[src/rtl/mc_pkg.sv]
// Shared encodings for the multicycle ARM control unit: FSM states, ALU
// operations, datapath mux selects, data-processing opcodes and condition codes.
package mc_pkg;

    // FSM state encodings
    typedef enum logic [3:0] {
        S_FETCH  = 4'd0,
        S_DECODE = 4'd1,
        S_MEMADR = 4'd2,
        S_MEMRD  = 4'd3,
        S_MEMWB  = 4'd4,
        S_MEMWR  = 4'd5,
        S_EXECR  = 4'd6,
        S_EXECI  = 4'd7,
        S_ALUWB  = 4'd8,
        S_BRANCH = 4'd9
    } state_t;

    localparam logic [3:0] ST_FETCH  = 4'd0;
    localparam logic [3:0] ST_DECODE = 4'd1;
    localparam logic [3:0] ST_MEMADR = 4'd2;
    localparam logic [3:0] ST_MEMRD  = 4'd3;
    localparam logic [3:0] ST_MEMWB  = 4'd4;
    localparam logic [3:0] ST_MEMWR  = 4'd5;
    localparam logic [3:0] ST_EXECR  = 4'd6;
    localparam logic [3:0] ST_EXECI  = 4'd7;
    localparam logic [3:0] ST_ALUWB  = 4'd8;
    localparam logic [3:0] ST_BRANCH = 4'd9;

    // ALU operations
    localparam logic [1:0] ALU_ADD = 2'b00;
    localparam logic [1:0] ALU_SUB = 2'b01;
    localparam logic [1:0] ALU_AND = 2'b10;
    localparam logic [1:0] ALU_ORR = 2'b11;

    // ALU B operand and result selects
    localparam logic [1:0] SRCB_RD2  = 2'b00;
    localparam logic [1:0] SRCB_IMM  = 2'b01;
    localparam logic [1:0] SRCB_FOUR = 2'b10;
    localparam logic [1:0] RES_ALUOUT = 2'b00;
    localparam logic [1:0] RES_DATA   = 2'b01;
    localparam logic [1:0] RES_ALU    = 2'b10;

    // Instruction classes (op field)
    localparam logic [1:0] OP_DP  = 2'b00;
    localparam logic [1:0] OP_MEM = 2'b01;
    localparam logic [1:0] OP_BR  = 2'b10;

    // Data-processing cmd field
    localparam logic [3:0] CMD_AND = 4'b0000;
    localparam logic [3:0] CMD_SUB = 4'b0010;
    localparam logic [3:0] CMD_ADD = 4'b0100;
    localparam logic [3:0] CMD_CMP = 4'b1010;
    localparam logic [3:0] CMD_ORR = 4'b1100;

    // Condition codes
    localparam logic [3:0] COND_EQ = 4'd0;
    localparam logic [3:0] COND_NE = 4'd1;
    localparam logic [3:0] COND_CS = 4'd2;
    localparam logic [3:0] COND_CC = 4'd3;
    localparam logic [3:0] COND_MI = 4'd4;
    localparam logic [3:0] COND_PL = 4'd5;
    localparam logic [3:0] COND_VS = 4'd6;
    localparam logic [3:0] COND_VC = 4'd7;
    localparam logic [3:0] COND_HI = 4'd8;
    localparam logic [3:0] COND_LS = 4'd9;
    localparam logic [3:0] COND_GE = 4'd10;
    localparam logic [3:0] COND_LT = 4'd11;
    localparam logic [3:0] COND_GT = 4'd12;
    localparam logic [3:0] COND_LE = 4'd13;
    localparam logic [3:0] COND_AL = 4'd14;

    // Map a data-processing cmd onto the four-function ALU; unknown cmds add
    function automatic logic [1:0] alu_op(input logic [3:0] cmd);
        logic [1:0] op;
        case (cmd)
            CMD_ADD: op = ALU_ADD;
            CMD_SUB: op = ALU_SUB;
            CMD_CMP: op = ALU_SUB;
            CMD_AND: op = ALU_AND;
            CMD_ORR: op = ALU_ORR;
            default: op = ALU_ADD;
        endcase
        return op;
    endfunction

endpackage

[src/rtl/mc_condcheck.sv]
// ARM condition evaluation against the NZCV flags; code 15 never executes.
module mc_condcheck
    import mc_pkg::*;
(
    input  logic [3:0] cond,
    input  logic [3:0] flags,
    output logic       condex
);

    logic n_s, z_s, c_s, v_s;
    assign {n_s, z_s, c_s, v_s} = flags;

    // Decode the condition field into an execute/annul decision
    always_comb begin
        condex = 1'b0;
        case (cond)
            COND_EQ: condex = z_s;
            COND_NE: condex = ~z_s;
            COND_CS: condex = c_s;
            COND_CC: condex = ~c_s;
            COND_MI: condex = n_s;
            COND_PL: condex = ~n_s;
            COND_VS: condex = v_s;
            COND_VC: condex = ~v_s;
            COND_HI: condex = c_s & ~z_s;
            COND_LS: condex = ~c_s | z_s;
            COND_GE: condex = (n_s == v_s);
            COND_LT: condex = (n_s != v_s);
            COND_GT: condex = ~z_s & (n_s == v_s);
            COND_LE: condex = z_s | (n_s != v_s);
            COND_AL: condex = 1'b1;
            default: condex = 1'b0;
        endcase
    end

endmodule

[src/rtl/mc_controller.sv]
// Multicycle ARM control unit: FSM, NZCV flag register and datapath controls.
// Optional macro MC_MEMWAIT_EN: FETCH, MEMRD and MEMWR wait for mem_ready.
module mc_controller
    import mc_pkg::*;
#(
    parameter logic [3:0] FLAGS_RST = 4'b0000,
    parameter int         STATE_W   = 4
)
(
    input  logic               clk,
    input  logic               reset,
    input  logic [31:12]       Instr,
    input  logic [3:0]         ALUFlags,
    input  logic               mem_ready,
    output logic               PCWrite,
    output logic               AdrSrc,
    output logic               MemWrite,
    output logic               IRWrite,
    output logic               RegWrite,
    output logic [1:0]         ResultSrc,
    output logic               ALUSrcA,
    output logic [1:0]         ALUSrcB,
    output logic [1:0]         ALUControl,
    output logic [1:0]         ImmSrc,
    output logic [1:0]         RegSrc,
    output logic [STATE_W-1:0] state_o
);

    logic [3:0] state_r, next_s, flags_r;
    logic       condex_s, mem_ok_s, unused_s;
    logic       pcwrite_s, memwrite_s, irwrite_s, regwrite_s;

    logic [3:0] cond_s, cmd_s, rd_s;
    logic [1:0] op_s;
    logic       imm_s, sbit_s, is_cmp_s, rd_pc_s;

    assign cond_s   = Instr[31:28];
    assign op_s     = Instr[27:26];
    assign imm_s    = Instr[25];
    assign cmd_s    = Instr[24:21];
    assign sbit_s   = Instr[20];
    assign rd_s     = Instr[15:12];
    assign is_cmp_s = (cmd_s == CMD_CMP);
    assign rd_pc_s  = (rd_s == 4'hF);

`ifdef MC_MEMWAIT_EN
    assign mem_ok_s = mem_ready;
    assign unused_s = ^Instr[19:16];
`else
    assign mem_ok_s = 1'b1;
    assign unused_s = ^{Instr[19:16], mem_ready};
`endif

    mc_condcheck u_condcheck (
        .cond   (cond_s),
        .flags  (flags_r),
        .condex (condex_s)
    );

    // State register; reset abandons any instruction in flight
    always_ff @(posedge clk or negedge reset) begin
        if (!reset) begin
            state_r <= ST_FETCH;
        end else begin
            state_r <= next_s;
        end
    end

    // NZCV capture at the end of an execute cycle for S-suffixed ops and CMP
    always_ff @(posedge clk or negedge reset) begin
        if (!reset) begin
            flags_r <= FLAGS_RST;
        end else if (((state_r == ST_EXECR) || (state_r == ST_EXECI)) && (sbit_s || is_cmp_s)) begin
            flags_r <= ALUFlags;
        end
    end

    // Next-state selection
    always_comb begin
        next_s = ST_FETCH;
        case (state_r)
            ST_FETCH: begin
                if (mem_ok_s) next_s = ST_DECODE;
                else          next_s = ST_FETCH;
            end
            ST_DECODE: begin
                if (!condex_s) begin
                    next_s = ST_FETCH;
                end else begin
                    case (op_s)
                        OP_MEM: next_s = ST_MEMADR;
                        OP_DP: begin
                            if (imm_s) next_s = ST_EXECI;
                            else       next_s = ST_EXECR;
                        end
                        OP_BR:   next_s = ST_BRANCH;
                        default: next_s = ST_FETCH;
                    endcase
                end
            end
            ST_MEMADR: begin
                if (sbit_s) next_s = ST_MEMRD;
                else        next_s = ST_MEMWR;
            end
            ST_MEMRD: begin
                if (mem_ok_s) next_s = ST_MEMWB;
                else          next_s = ST_MEMRD;
            end
            ST_MEMWR: begin
                if (mem_ok_s) next_s = ST_FETCH;
                else          next_s = ST_MEMWR;
            end
            ST_MEMWB:  next_s = ST_FETCH;
            ST_EXECR:  next_s = ST_ALUWB;
            ST_EXECI:  next_s = ST_ALUWB;
            ST_ALUWB:  next_s = ST_FETCH;
            ST_BRANCH: next_s = ST_FETCH;
            default:   next_s = ST_FETCH;
        endcase
    end

    // Per-state datapath controls; a write to R15 is redirected into the PC
    always_comb begin
        pcwrite_s  = 1'b0;
        AdrSrc     = 1'b0;
        memwrite_s = 1'b0;
        irwrite_s  = 1'b0;
        regwrite_s = 1'b0;
        ResultSrc  = RES_ALUOUT;
        ALUSrcA    = 1'b0;
        ALUSrcB    = SRCB_RD2;
        ALUControl = ALU_ADD;
        case (state_r)
            ST_FETCH: begin
                irwrite_s = mem_ok_s;
                pcwrite_s = mem_ok_s;
                ALUSrcA   = 1'b1;
                ALUSrcB   = SRCB_FOUR;
                ResultSrc = RES_ALU;
            end
            ST_DECODE: begin
                ALUSrcA   = 1'b1;
                ALUSrcB   = SRCB_FOUR;
                ResultSrc = RES_ALU;
            end
            ST_MEMADR: ALUSrcB = SRCB_IMM;
            ST_MEMRD:  AdrSrc  = 1'b1;
            ST_MEMWB: begin
                ResultSrc = RES_DATA;
                if (rd_pc_s) pcwrite_s  = 1'b1;
                else         regwrite_s = 1'b1;
            end
            ST_MEMWR: begin
                AdrSrc     = 1'b1;
                memwrite_s = 1'b1;
            end
            ST_EXECR: ALUControl = alu_op(cmd_s);
            ST_EXECI: begin
                ALUSrcB    = SRCB_IMM;
                ALUControl = alu_op(cmd_s);
            end
            ST_ALUWB: begin
                if (is_cmp_s)     regwrite_s = 1'b0;
                else if (rd_pc_s) pcwrite_s  = 1'b1;
                else              regwrite_s = 1'b1;
            end
            ST_BRANCH: begin
                ALUSrcB   = SRCB_IMM;
                ResultSrc = RES_ALU;
                pcwrite_s = 1'b1;
            end
            default: begin
                pcwrite_s = 1'b0;
            end
        endcase
    end

    // Write enables are held off while reset is low so nothing half-commits
    assign PCWrite  = pcwrite_s  & reset;
    assign MemWrite = memwrite_s & reset;
    assign IRWrite  = irwrite_s  & reset;
    assign RegWrite = regwrite_s & reset;

    assign ImmSrc  = op_s;
    assign RegSrc  = {(op_s == OP_MEM) & ~sbit_s, (op_s == OP_BR)};
    assign state_o = STATE_W'(state_r);

endmodule

[config.mk]
export PLATFORM = sky130hd
export DESIGN_NAME = mc_controller
export DESIGN_NICKNAME = d
export VERILOG_FILES = /design/src/rtl/mc_pkg.sv /design/src/rtl/mc_condcheck.sv /design/src/rtl/mc_controller.sv
export SDC_FILE = /design/constraint.sdc
export NUM_CORES = 1
export LEC_CHECK = 0
export ABC_AREA = 1
export BUFFER_PORTS_ARGS = -buffer_cell sky130_fd_sc_hd__buf_4
export CAP_MARGIN = 20
export CORE_MARGIN = 2
export CORE_UTILIZATION = 46
export DETAILED_ROUTE_END_ITERATION = 8
export GPL_ROUTABILITY_DRIVEN = 1
export PLACE_DENSITY = 0.84
export SETUP_SLACK_MARGIN = 0.4
export SLEW_MARGIN = 10
export SYNTH_ARGS = -nofsm -noshare
export SYNTH_HDL_FRONTEND = slang
export SYNTH_SLANG_ARGS = --single-unit
[constraint.sdc]
create_clock -name clk -period 1.9 [get_ports clk]
set_clock_uncertainty 0.15 [all_clocks]
set_input_delay 0.38 -clock clk [delete_from_list [all_inputs] [get_ports clk]]
set_output_delay 0.38 -clock clk [all_outputs]
set_load 0.02 [all_outputs]
==> summary.txt <==
STATUS
--------------------------------------------------------------------------------------------------------
Run status                                                                                  complete, but fails checks
Violations in the final reports                                                             negative setup slack

FLOORPLAN
--------------------------------------------------------------------------------------------------------
Height of the chip                                                                               45.5 µm
Die footprint                                                                                   2070 µm²
Top-Level Pins                                                                                        47
Core footprint                                                                                  1560 µm²
Number of rows created at floorplan                                                                   14
Floorplan die width                                                                              45.5 µm
Initial core utilization                                                                           0.507

RUN
--------------------------------------------------------------------------------------------------------
Maxcap violations                                                                                      0

SETUP PATH
--------------------------------------------------------------------------------------------------------
Cell repeated most along the worst path                                                     sky130_fd_sc_hd__buf_4
Largest fanout on the critical path                                                                    3
Arrival time at the worst endpoint                                                               1.67 ns
Worst setup endpoint                                                                        ALUControl[1]
Cells along the critical path                                                               inv_4 -> nand2_4 -> buf_4 -> nor2_1 -> inv_2 -> a21oi_4 -> buf_4
Crit path from                                                                                state_o[3]
Critical Path Slowest Stage Cell                                                            sky130_fd_sc_hd__dfrtp_2
Peak per-stage delay on the critical path                                                        0.44 ns
Reg2reg setup slack                                                                              0.13 ns
Worst reg2reg startpoint                                                                      state_o[3]
FF-to-FF path depth                                                                                    7
Reg-to-reg endpoint                                                                           flags_r[2]
Category of the worst setup path capture point                                                output pin
WP data required                                                                                 1.37 ns
Type of origin of the critical path                                                                 flop
Type of the setup path with the least slack                                                   reg -> out

GRT
--------------------------------------------------------------------------------------------------------
Largest net degree at the start of global routing                                                     10
Total routing usage reported by global routing                                                     0.291
Vias in the first global route                                                                      1049
Initial antenna violation count                                                                        0
Global-route wire length before repair                                                           4370 µm
Total gr overflow                                                                                      0

ROUTE
--------------------------------------------------------------------------------------------------------
Detailed-route vias per instance                                                                    6.44
WL/cell                                                                                          20.2 µm
DRC marker count from the first detailed-route iteration                                             129
Post-route antenna net violation count                                                                 0
Via count of the routed design                                                                      1366
# DRC                                                                                                  0
Routed Wire Length                                                                               4290 µm
Number of search-and-repair iterations in the first detailed-routing pass                              8

TIMING
--------------------------------------------------------------------------------------------------------
Max-slew violation count                                                                               0
Tightest slew margin relative to the limit                                                         0.742
Unrepaired setup endpoints after global routing                                                     true
Number of hold violations in the final report                                                          0
Worst-case hold slack                                                                           0.228 ns
Post-route minimum period                                                                        2.20 ns
Count of endpoints failing setup in the final report                                                  10
Fin worst setup slack                                                                          -0.305 ns
Measured slew at the worst slew-check pin                                                       0.386 ns
Share of the clock period used by the worst path after layout                                       1.16
Max Clk Rate                                                                                     454 MHz

CLOCK TREE
--------------------------------------------------------------------------------------------------------
Post-CTS clock slew at the launch and capture registers of the worst setup and hold paths        0.08 ns
Max Buffers Root-to-Sink                                                                               2
TritonCTS buffer count                                                                                 3
CTS root buffer                                                                             sky130_fd_sc_hd__clkbuf_4
Clock tree from TritonCTS                                                                          built
Clock net sink count                                                                                   8
Clk Latency, worst-skew pair                                                                     0.27 ns
Deepest level of the CTS H-tree                                                                        1

LOGIC SYNTHESIS
--------------------------------------------------------------------------------------------------------
Synthesized area                                                                                 791 µm²
Net Count, Synth                                                                                     166
Syn Area/Cell                                                                                   5.69 µm²
Fraction of the yosys area taken by sequential cells                                               0.253
Synth Instances                                                                                      139
Distinct cells, synth                                                                                 22
Yosys warning count                                                                                    0
Seq cells post-synth                                                                                   8

PLACE
--------------------------------------------------------------------------------------------------------
Port-buffer cells                                                                                     41
Number of cells in the design after placement                                                        193
Detail Placement HPWL                                                                            1870 µm
Final GP Congestion                                                                                0.874

FINAL LAYOUT
--------------------------------------------------------------------------------------------------------
Signed area change from the synthesized netlist to the final layout                                86.6%
Most common library cell in the layout ignoring fill and taps                               sky130_fd_sc_hd__buf_4
Post-layout instance count excluding filler cells                                                    212
Layout fillers                                                                                        49
Layout net count                                                                                     224
Ratio of cells with drive above 1 in the final layout                                              0.546
Combined flip-flop and latch cell area                                                           205 µm²
Commonest cells after routing, fill and taps aside                                          sky130_fd_sc_hd__buf_4, sky130_fd_sc_hd__nand2_1, sky130_fd_sc_hd__nor2_1
Antenna cells                                                                                          0
Area taken by multi-input logic gates                                                            637 µm²

POWER
--------------------------------------------------------------------------------------------------------
Static power due to leakage                                                                  0.000770 µW
Pwr dens                                                                                     1180 nW/µm²
Worst vdd ir                                                                                  0.000812 V

WORST HOLD PATH
--------------------------------------------------------------------------------------------------------
Hold crit path type                                                                            in -> reg
Worst Min Path Start                                                                           Instr[20]

## how the worst min path moves through the flow
stage,endpoint,cells after the start
global placement,flags_r[2],1
global route,state_o[1],3
floorplan,flags_r[0],0
CTS,flags_r[1],3
detailed placement,flags_r[2],1
finish,state_o[1],3
## per-layer routing
layer	global-route usage	share of wire
met5	0	0
met4	0.118	0.072
met3	0.0159	0.12
met2	0.546	0.48
met1	0.335	0.33
## cell type report
cell class                 instances  share of cell area
tap                               16              0.0136
sequential                         8               0.139
multi-input combinational        103               0.432
clock buffer                       4              0.0178
inverter                          25              0.0721
timing repair buffer              56               0.326
## stage by stage
step / utilization / power (µW) / worst slack, ns / instance area (µm²) / setup TNS (ns)
3_3_place_gp: 0.755 / 1060 / 0.0770 / 1180 / 0
5_1_grt: 0.946 / 1820 / -0.362 / 1480 / -2.13
2_1_floorplan: - / 788 / 0.158 / 870 / 0
6_report: 0.946 / 1750 / -0.305 / 1480 / -1.72
3_5_place_dp: 0.755 / 1080 / 0.0202 / 1180 / 0
4_1_cts: 0.845 / 1390 / -0.0901 / 1320 / -0.155
## logic make-up (layout without fill, tap and decap cells)
| family | count (synthesis) | after routing | synth area share |
|---|---|---|---|
| simple gates | 86 | 86 | 0.475 |
| buf+inv | 28 | 85 | 0.144 |
| flops | 8 | 8 | 0.253 |
| compound gates | 17 | 17 | 0.128 |
## power breakdown
group	leakage [µW]	internal (µW)	switching (µW)	total [µW]
registers	0.0000844	219	72.3	292
logic	0.000670	550	750	1300
clock network	0.0000150	80.9	74.7	156
## repair_timing
action | in CTS | in global routing
pin swaps | 2 | 4
gates cloned | 0 | 0
buffers inserted | 5 | 9
hold endpoints to repair | 8 | 0
gates resized for setup | 21 | 22
hold buffers | 1 | 0
endpoints found under the setup margin | 12 | 21
## synthesized netlist by cell type
master                     number  area (µm²)
sky130_fd_sc_hd__inv_2          3        11.3
sky130_fd_sc_hd__o21ai_0        3        15.0
sky130_fd_sc_hd__o22ai_1        1        6.26
sky130_fd_sc_hd__nand2_1       35         131
sky130_fd_sc_hd__a21boi_2       1        11.3
sky130_fd_sc_hd__nand2_2        2        12.5
sky130_fd_sc_hd__buf_4          2        15.0
sky130_fd_sc_hd__a21oi_1        6        30.0
sky130_fd_sc_hd__dfrtp_1        8         200
sky130_fd_sc_hd__inv_1         21        78.8
sky130_fd_sc_hd__nand4_1        2        12.5
sky130_fd_sc_hd__o21ai_1        2        10.0
sky130_fd_sc_hd__o211ai_1       1        7.51
sky130_fd_sc_hd__nor3_1         5        25.0
sky130_fd_sc_hd__a21oi_2        1        8.76
sky130_fd_sc_hd__a31oi_1        2        12.5
sky130_fd_sc_hd__nor2_2         4        25.0
sky130_fd_sc_hd__nor2_1        25        93.8
sky130_fd_sc_hd__clkinv_1       1        3.75
sky130_fd_sc_hd__buf_2          1        5.00
sky130_fd_sc_hd__nand3_2        2        20.0
sky130_fd_sc_hd__nand3_1       11        55.1
## sequential cells by signal (all words and copies together) (netlist names)
name	cells
flags_r	4
state_o	4
## worst max-delay path: cells and delay by family (launching register included)
family,cells,cell delay [ns]
buffers and inverters,4,0.52
flip-flops,1,0.44
AO/OA/AOI/OAI,1,0.13
AND/OR/NAND/NOR,2,0.31
Power figures use the tool's default switching activity.
